<file path="src/rtl/io_port_ctrl.sv">
// io_port_ctrl: memory-mapped I/O port behind the data-memory decoder.
// This block provides:
//   - debounced board buttons (btnR = switch data ready, btnL = LED ready)
//   - a switch snapshot register
//   - the LED output register, loaded by a handshake
//   - a two-bit status register that software polls
// Optional build macro IO_LED_READBACK_EN: when defined, a read of addr 11
// returns the LED register. When undefined, addr 11 reads as zero.
module io_port_ctrl #(
    parameter int DB_CYCLES   = 1000000,
    parameter int SYNC_STAGES = 2
) (
    input  logic        clk,
    input  logic        reset,
    input  logic        pRead,
    input  logic        pWrite,
    input  logic [1:0]  addr,
    input  logic [11:0] writeData,
    output logic [31:0] readData,
    input  logic        btnL,
    input  logic        btnR,
    input  logic [15:0] switch,
    output logic [11:0] led
);

    localparam int               CNT_W    = $clog2(DB_CYCLES) + 1;
    localparam logic [CNT_W-1:0] CNT_LAST = CNT_W'(DB_CYCLES - 1);

    localparam logic [1:0] ADDR_STATUS = 2'b00;
    localparam logic [1:0] ADDR_SWITCH = 2'b01;
    localparam logic [1:0] ADDR_LED    = 2'b10;
    localparam logic [1:0] ADDR_RSVD   = 2'b11;

    // Bit 0 carries btnR and bit 1 carries btnL.
    // This matches the bit positions in the status register.
    logic [1:0] btn_raw;
    logic [1:0] press;

    assign btn_raw = {btnL, btnR};

    for (genvar gi = 0; gi < 2; gi++) begin : g_btn
        logic [SYNC_STAGES-1:0] sync_q;
        logic [CNT_W-1:0]       cnt_q;
        logic                   stable_q;
        logic                   stable_prev_q;
        logic                   sync_last;

        assign sync_last = sync_q[SYNC_STAGES-1];

        // Synchronize the raw button, debounce the last stage, and remember
        // the previous stable level for edge detection.
        always_ff @(posedge clk) begin
            // NOTE: every sequential block uses non-blocking assignments, so all
            // flops read the values from before the edge. A blocking assignment
            // here would collapse the synchronizer chain into a single stage.
            if (!reset) begin
                sync_q        <= '0;
                cnt_q         <= '0;
                stable_q      <= 1'b0;
                stable_prev_q <= 1'b0;
            end else begin
                sync_q        <= {sync_q[SYNC_STAGES-2:0], btn_raw[gi]};
                stable_prev_q <= stable_q;
                if (sync_last == stable_q) begin
                    cnt_q <= '0;
                end else if (cnt_q == CNT_LAST) begin
                    stable_q <= sync_last;
                    cnt_q    <= '0;
                end else begin
                    cnt_q <= cnt_q + CNT_W'(1);
                end
            end
        end

        // A press pulse lasts one cycle, on the 0->1 edge of the debounced level.
        assign press[gi] = stable_q & ~stable_prev_q;
    end

    logic [1:0]  status_q;
    logic [15:0] switch_reg;
    logic [11:0] led_q;
    logic        read_clear;
    logic        led_accept;

    // Reading the switch data consumes it.
    assign read_clear = pRead && (addr == ADDR_SWITCH);

    // An LED write is accepted only while the port reports it is ready for output.
    assign led_accept = pWrite && (addr == ADDR_LED) && status_q[1];

    // Update the status flags, the switch snapshot and the LED register.
    // When a set and a clear hit the same flag in the same cycle, the set wins.
    always_ff @(posedge clk) begin
        if (!reset) begin
            status_q   <= 2'b00;
            switch_reg <= 16'h0000;
            led_q      <= 12'h000;
        end else begin
            if (press[0]) begin
                status_q[0] <= 1'b1;
                switch_reg  <= switch;
            end else if (read_clear) begin
                status_q[0] <= 1'b0;
            end

            if (led_accept) begin
                led_q <= writeData;
            end

            if (press[1]) begin
                status_q[1] <= 1'b1;
            end else if (led_accept) begin
                status_q[1] <= 1'b0;
            end
        end
    end

    assign led = led_q;

    // Read mux: combinational on addr, and zero whenever the port is not being read.
    always_comb begin
        // NOTE: readData gets a default first, so every path through this block
        // assigns it. Without the default, synthesis would infer a latch.
        readData = 32'h0000_0000;
        if (pRead) begin
            case (addr)
                ADDR_STATUS: readData = {30'b0, status_q};
                ADDR_SWITCH: readData = {16'b0, switch_reg};
                ADDR_LED:    readData = 32'h0000_0000;
`ifdef IO_LED_READBACK_EN
                ADDR_RSVD:   readData = {20'b0, led_q};
`else
                ADDR_RSVD:   readData = 32'h0000_0000;
`endif
                default:     readData = 32'h0000_0000;
            endcase
        end
    end

endmodule

</file>
<file path="config.mk">
export PLATFORM = sky130hd
export DESIGN_NAME = io_port_ctrl
export DESIGN_NICKNAME = d
export VERILOG_FILES = /design/src/rtl/io_port_ctrl.sv
export SDC_FILE = /design/constraint.sdc
export NUM_CORES = 1
export LEC_CHECK = 0
export ABC_AREA = 1
export CAP_MARGIN = 40
export CORE_MARGIN = 2
export CORE_UTILIZATION = 40
export CTS_CLUSTER_SIZE = 20
export DETAILED_ROUTE_END_ITERATION = 8
export PLACE_DENSITY = 0.62
export SLEW_MARGIN = 20
export SYNTH_ARGS = -nofsm -noshare
export SYNTH_HDL_FRONTEND = slang
export SYNTH_SLANG_ARGS = --single-unit
export TNS_END_PERCENT = 20
</file>
<file path="constraint.sdc">
create_clock -name clk -period 2.2 [get_ports clk]
set_input_delay 0.55 -clock clk [delete_from_list [all_inputs] [get_ports clk]]
set_output_delay 0.55 -clock clk [all_outputs]
set_load 0.1 [all_outputs]
</file>
==> results of run 1 <==
## synthesized netlist by cell type (6+ instances only)
library cell and instances:
nand2_1 113, nor2_1 99, dfxtp_1 80, inv_1 60, a21oi_1 39, nand3_1 36, o21ai_0 21, buf_4 16
xor2_1 11, nor2_2 10, clkbuf_1 7, nand2_2 7, a21oi_2 6, nand4_1 6, xnor2_1 6
## layout make-up
| class | instances | area, sq um |
|---|---|---|
| inverters | 64 | 240 |
| repair buffers | 77 | 918 |
| flip-flops and latches | 80 | 1600 |
| clock buffers | 10 | 138 |
| well taps | 129 | 161 |
| fillers | 908 | 4210 |
| clock inverters | 6 | 67.6 |
| multi-input cells | 391 | 1990 |
## logic make-up (layout without fill, tap and decap cells)
kind of cell | count (synthesis) | after routing | share of synthesized area [%]
XOR/XNOR | 17 | 17 | 3.85
AND/OR/NAND/NOR | 286 | 286 | 32.5
flip-flops | 80 | 80 | 41.4
AO/OA/AOI/OAI | 70 | 70 | 9.80
other | 1 | 16 | 0.0969
adder cells (fa/ha/maj) | 2 | 2 | 0.647
buffers and inverters | 95 | 157 | 11.7
## worst max-delay path, cell delays in order
cell and delay (ns):
dlygate4sd2_1 0.24, nand3b_1 0.20, buf_4 0.18, buf_16 0.15, nor2_4 0.12, buf_12 0.18
## worst max path at each step
stage,end,slack (ns),cells past startpoint
after floorplan,readData[0],-0.14,2
after global placement,readData[0],-0.07,5
after detailed placement,readData[0],-0.10,5
after CTS,readData[0],0.04,6
after global routing,readData[13],-0.02,6
final,readData[13],0.03,6
## stage by stage
stage / hold slack [ns] / instances / power (mW) / setup slack (ns)
floorplan: 0.390 / 566 / 1.67 / -0.138
global placement: 0.396 / 737 / 1.72 / -0.0749
detailed placement: 0.412 / 737 / 1.72 / -0.104
CTS: 0.434 / 757 / 2.85 / 0.0404
global route: 0.450 / 757 / 2.92 / -0.0170
finish: 0.429 / 757 / 2.81 / 0.0269
## what timing repair did
item                                    CTS  global route
gates cloned                              2             0
endpoints found under the setup margin   16             8
buffers inserted                          2             0
gates resized for setup                   9             1
hold buffers                              0             0
pin swaps                                 4             1
## routing by layer
metal / vias up / global-route usage (%) / part of all wire [%]
li1: 1833 / - / -
met1: 1555 / 21.6 / 46
met2: 77 / 28.3 / 48
met3: 15 / 5.20 / 5.0
met4: 0 / 4.31 / 1.3
met5: - / 0 / 0
## power by group through the flow
stage	clock network (mW)	registers, mW	logic, mW
after floorplan	0	1.49	0.182
after global placement	0	1.49	0.235
after detailed placement	0	1.49	0.237
after CTS	1.15	1.45	0.249
after global routing	1.21	1.45	0.263
final	1.11	1.45	0.248
==> flow_summary.toml, run 1 <==
[outcome]
outcome = "completed"

[timing]
period_minus_slack_ns = 2.17
hold_viol = 0
fin_crit_sh_pct = 98.8
finClkSkew_ns = 0.0116
drv_slew = 0
rsz0062_at_grt = "yes"
setup_tns_ns = 0
max_freq_mhz = 460
setup_viol = 0

[synthesis]
synth_flop_cell = "dfxtp_1"
seq_area_frac_synth_pct = 41.4
synth-edff-count = 0
synth-seq-cells = 80
yosysWarnings = 0
synth_area_leader_cell = "dfxtp_1"
synth_cell_types = 31
syn_area_sq_um = 3870
synth_cells = 551
async_flop_share_pct = 0
synth_top_cell_area_share_pct = 41.4
syn_avg_cell_area_sq_um = 7.02
synth.area.top_cells = "dfxtp_1 (41%), nand2_1 (11%), nor2_1 (9.6%)"

[power]
peakVddDrop_uv = 311
power.switching_uw = 724
p_int_mw = 2.09
p_per_area_nw_per_um2 = 550
swShare_pct = 25.7
comb_power_share_pct = 8.8
clock_power_share_pct = 39.5
p_leak_nw = 1.75
seq_power_share_pct = 51.7

[grt]
antenna_found_initial = 0
grt_overflow = 0
grt_use_total_pct = 17.0
grt_max_degree = 34
grt_pass1_wl_um = 14200
grt_pass1_vias = 3280

[layout]
diodes = 0
largest_reg_flops = 42
stdcell_area_sq_um = 5120
drive_gt1_share_pct = 17.5
finalCoreUtilization_pct = 54.8
layout_commonest_cell = "nand2_1"
fin_nets = 661
area_growth_pct = 32.2
final_cell_mix = "nand2_1 (113), nor2_1 (85), dfxtp_1 (80)"

[detailed_routing]
viasPerCell = 4.60
wl_um = 8480
route.detailed.drc = 0
wl_per_cell_um = 11.2
vias = 3480
first_pass_iters = 4
ant_nets = 0
drtIter0Drc = 113

[place]
numPortBuffers = 63
dpl.hpwl_um = 6230
gp_congestion = 0.888
place_area_sq_um = 4820

[setup_path]
crit_path_max_fanout = 8
reg2reg_depth = 8
r2r_start = "g_btn[0].cnt_q[0]"
startpoint = "addr[1]"
endpoint_kind = "output pin"
crit_type = "input pin to output pin"
r2r_setup_slack_ns = 0.50
critPathRequiredTime_ns = 1.65
timing.rr.end = "g_btn[0].cnt_q[13]"
cp.arrival_ns = 1.62
critPathLaunchType = "input pin"

[die]
core_sq_um = 9330
initial_core_util_pct = 41.5
io_pins = 80
dieArea_sq_um = 10500
die_y_um = 102
rows = 35
die_w_um = 102

[cts]
cts_buffer_depth = 2
cts_max_level = 3
clkTransAtPathRegs_ns = 0.07
cts-root-buf = "clkbuf_8"
cts.sinks = 80
numCtsBuffers = 9
cts_tree = "done"
clkLatencyLatePin_ns = 0.36

[run]
maxCapViolCount = 0

[hold_path]
hp-start = "g_btn[1].stable_prev_q"
hold_path_end = "status_q[1]"
hold_class = "flop to flop"
whs_path_depth = 1
Note: power is estimated with default switching activity, not from simulation.
==> inputs of run 2 (changes only) <==
CORE_UTILIZATION = 55   (was 40)
PLACE_DENSITY = 0.82   (was 0.62)
==> run 2 against run 1 <==
  * Via count up 1.4%
  * Flip-flop and latch count unchanged
  * Non-clock buffer count down 1
  * Combinational power about the same
  * Register-to-register slack about the same
  * Power down 1.5%
  * Global-route usage up 5.8 points
  * Cell count down 4.6%
  * Critical path type unchanged
  * Largest cell class unchanged
  * Highest routed layer unchanged
==> flow_summary.toml, run 2 (same netlist as run 1, synthesis figures left out) <==
[outcome]
outcome = "completed"

[timing]
drv_slew = 0
setup_viol = 0
slew_headroom_pct = 45.5
fin_crit_sh_pct = 98.1
hold_viol = 0
finClkSkew_ns = 0.00753
max_freq_mhz = 464
worst_slew_pin_slew_ns = 0.816
rsz0062_at_grt = "no"
period_minus_slack_ns = 2.16

[detailed_routing]
wl_per_cell_um = 11.9
first_pass_iters = 5
viasPerCell = 4.89
ant_nets = 0
wl_um = 8610
vias = 3529
drtIter0Drc = 125
route.detailed.drc = 0

[power]
peakVddDrop_uv = 429
p_per_area_nw_per_um2 = 551
power.total_mw = 2.77
p_leak_nw = 1.73

[setup_path]
crit_top_cell = "buf_12"
slowest_delay_ns = 0.25
crit_chain = "dlygate4sd2_1 > nand3b_1 > buf_6 > buf_12 > o21ai_4 > buf_12"
crit_slowest_cell = "dlygate4sd2_1"
crit_path_max_fanout = 8
crit_type = "input pin to output pin"
cp.arrival_ns = 1.61
critPathLaunchType = "input pin"
endpoint_kind = "output pin"
reg2reg_depth = 8
critPathRequiredTime_ns = 1.65

[layout]
final_cell_mix = "nand2_1 (113), nor2_1 (85), dfxtp_1 (80)"
area_growth_pct = 29.9
finalCoreUtilization_pct = 74.0
drive_gt1_share_pct = 17.1
fin_nets = 660
layout_commonest_cell = "nand2_1"
diodes = 0
largest_reg_flops = 42

[place]
gp_congestion = 0.893
numPortBuffers = 63
dpl.hpwl_um = 6360

[grt]
grt_overflow = 0
antenna_found_initial = 0
grt_pass1_vias = 3344
grt_use_total_pct = 22.8
grt_max_degree = 34
grt_pass1_wl_um = 14100

[die]
dieArea_sq_um = 7720
initial_core_util_pct = 56.9
io_pins = 80
die_y_um = 87.9
rows = 30
core_sq_um = 6790
die_w_um = 87.9

[cts]
cts-root-buf = "clkbuf_8"
cts_tree = "done"
cts_buffer_depth = 2
numCtsBuffers = 9
cts_max_level = 3
clkLatencyLatePin_ns = 0.34
cts.sinks = 80
clkTransAtPathRegs_ns = 0.08

[run]
maxCapViolCount = 0

[hold_path]
hold_class = "flop to flop"
whs_path_depth = 2
[run 2: changes by cell type in the layout (fill, tap and decap cells not counted), sizes merged]
cell	change
clkbuf	+1
buf	-1
clkinv	-2
[run 2: worst paths after layout]
path	endpoint	slack [ns]	start
max reg2reg	g_btn[0].cnt_q[13]	0.50	g_btn[0].cnt_q[0]
min	g_btn[1].sync_q[1]	0.42	g_btn[1].sync_q[0]
max	readData[0]	0.04	addr[1]
min reg2reg	g_btn[1].sync_q[1]	0.42	g_btn[1].sync_q[0]
[run 2: area by class of cell]
| cell class | count | area (sq um) |
|---|---|---|
| multi-input cells | 391 | 1980 |
| fillers | 505 | 1770 |
| flip-flops and latches | 80 | 1600 |
| repair buffers | 76 | 891 |
| inverters | 64 | 240 |
| clock buffers | 11 | 141 |
| well taps | 96 | 120 |
| clock inverters | 4 | 53.8 |
[run 2: worst max-delay path: cells and delay by family]
kind / cells / cell delay (ns)
buffers and inverters: 4 / 0.73
AND/OR/NAND/NOR: 1 / 0.16
AO/OA/AOI/OAI: 1 / 0.16
[run 2: per-layer routing]
layer / global-route usage [%] / vias to the layer above / part of all wire [%]
li1: - / 1835 / -
met1: 25.8 / 1603 / 41
met2: 42.0 / 78 / 54
met3: 5.28 / 13 / 3.5
met4: 7.69 / 0 / 1.3
met5: 0 / - / 0
[run 2: timing repair]
action / in CTS / in global routing
hold buffers: 0 / 0
endpoints found under the setup margin: 16 / 0
gates resized for setup: 7 / 0
buffers inserted: 2 / 0
[run 2: power breakdown]
part	internal, mW	switching (mW)	leakage [nW]
Clock	0.554	0.518	0.0920
Sequential	1.45	0.00228	0.645
Combinational	0.0770	0.169	0.990
[run 2: through the flow]
stage               setup WS, ns  hold WS (ns)  area [sq um]  cells  setup TNS, ns
finish                    0.0429         0.422          5030    722              0
floorplan                 -0.138         0.390          4020    566          -1.63
CTS                       0.0447         0.423          5030    722              0
global route              0.0113         0.444          5030    722              0
detailed placement        -0.138         0.406          4770    704          -1.36
global placement          -0.111         0.395          4770    704         -0.925
==> RTL edit (settings of run 2) <==
Register the output `led` once more, cleared by the reset; this adds one clock of latency there. The other outputs are not delayed to match.
--- a/src/rtl/io_port_ctrl.sv
+++ b/src/rtl/io_port_ctrl.sv
@@ -117,3 +117,9 @@
 
-    assign led = led_q;
+    always_ff @(posedge clk) begin
+        if (!reset) begin
+            led <= '0;
+        end else begin
+            led <= led_q;
+        end
+    end
 
Formal check against the unedited RTL: no difference found for any inputs over 10 cycles, from zero or initial values and one cycle with reset low; that may be too few to reach the edited logic, so the function may still have changed.
==> RTL edit against run 2 <==
  * Area after synthesis increased by 7.9%
  * Clock skew is 8.3 ps higher
  * Sequential cell count rose by 12
  * Via count grew 4.5%
  * Wire length increased by 1.6%
  * Worst setup slack about the same
  * Total power up 11%
  * Design area rose by 6.3%
==> RTL edit: results (changes against run 2) <==
status - complete, no violations
Cells after DPL - 734 (+4.3%)
layout cells sized above 1 - 16.8% (-0.25 points)
Power Total - 3.08 mW (+11%)
DR iter-0 viols - 149 (+19%)
initial antenna violation count - 0 (unchanged)
GRT Overall Usage - 22.3% (-0.52 points)
register area share after synthesis - 44.1% (+2.7 points)
worst slew pin tran - 802 ps (-14.7 ps)
Synth Instances - 579 (+5.1%)
commonest cells in the netlist - nand2_1 (115), nor2_1 (112), dfxtp_1 (92)
first-pass GRT wire length - 15300 um (+8.6%)
Worst VDD drop - 0.393 mV (-8.3%)
dpl hpwl - 6270 um (-1.5%)
pre-CTS WS - -123 ps (+15.1 ps)
Final Skew - 15.8 ps (+8.28 ps)
maximum level of the CTS H-tree - 3 (unchanged)
Post-Layout Cell Count - 752 (+4.2%)
placed standard-cell area - 0.00507 mm2 (+6.2%)
clk buf depth - 2 (unchanged)
Worst-Skew Late Latency - 370 ps (+30 ps)
Filler Cell Count - 542 (+7.3%)
via count - 3689 (+4.5%)
worst-path fanout max - 7 (-1)
clock-net power - 1.17 mW (+9%)
LEAKAGE - 2.01 nW (+17%)
vias in the first global route - 3523 (+5.4%)
Placer Congestion - 0.900 (+0.78%)
Yosys cell types - 33 (+6.5%)
Routed WL - 8750 um (+1.6%)
ranking of synthesized cells by area - dfxtp_1 (44%), nand2_1 (10%), nor2_1 (10%)
## RTL edit: cell count changes in the layout (fill, tap and decap cells not counted), sizes merged
cell,run 2,this run
inv,65,80
dfxtp,80,92
nand3,39,27
nor2,113,125
buf,41,38
nand2,120,123
a21oi,45,47
clkbuf,11,9
clkinv,0,1
nand3b,3,2
nand4,6,7
o21bai,2,1
or2,3,4
xnor2,6,5
## RTL edit: repair_timing
item | 4_1_cts | 5_1_grt
gates resized for setup | 10 | 1
setup buffers | 2 | 0
pin swaps | 2 | 1
setup endpoints to repair | 16 | 2
cloned | 1 | 0
## RTL edit: final cells by class
class	instances	area, um2	area share [%]
Sequential cell	92	1840	34.4
Clock inverter	7	80.1	1.50
Multi-Input combinational cell	395	2020	37.8
Timing Repair Buffer	73	868	16.2
Inverter	77	289	5.41
Clock buffer	9	124	2.32
Tap cell	99	124	2.32
## RTL edit: routing by layer
layer  GRT usage [%]  vias to the layer above  wire length (um)
li1                -                     1888                 -
met1            28.0                     1670              3890
met2            36.3                      114              4090
met3            5.31                       17               574
met4            10.2                        0               196
met5               0                        -                 0
## RTL edit: worst paths after layout
| kind | from | end | slack [ps] |
|---|---|---|---|
| min | g_btn[1].sync_q[0] | g_btn[1].sync_q[1] | 430 |
| max reg2reg | g_btn[0].cnt_q[0] | g_btn[0].cnt_q[12] | 490 |
| max | addr[1] | readData[10] | 40 |
| min reg2reg | g_btn[1].sync_q[0] | g_btn[1].sync_q[1] | 430 |
## RTL edit: kinds of logic (layout without fill, tap and decap cells)
logic type,after synthesis,after routing,synth area share [%]
AO/OA/AOI/OAI,71,71,9.41
XOR/XNOR,16,16,3.36
adder cells (fa/ha/maj),2,2,0.599
buffers and inverters,107,166,11.9
flip-flops,92,92,44.1
other,1,16,0.0898
AND/OR/NAND/NOR,290,290,30.5
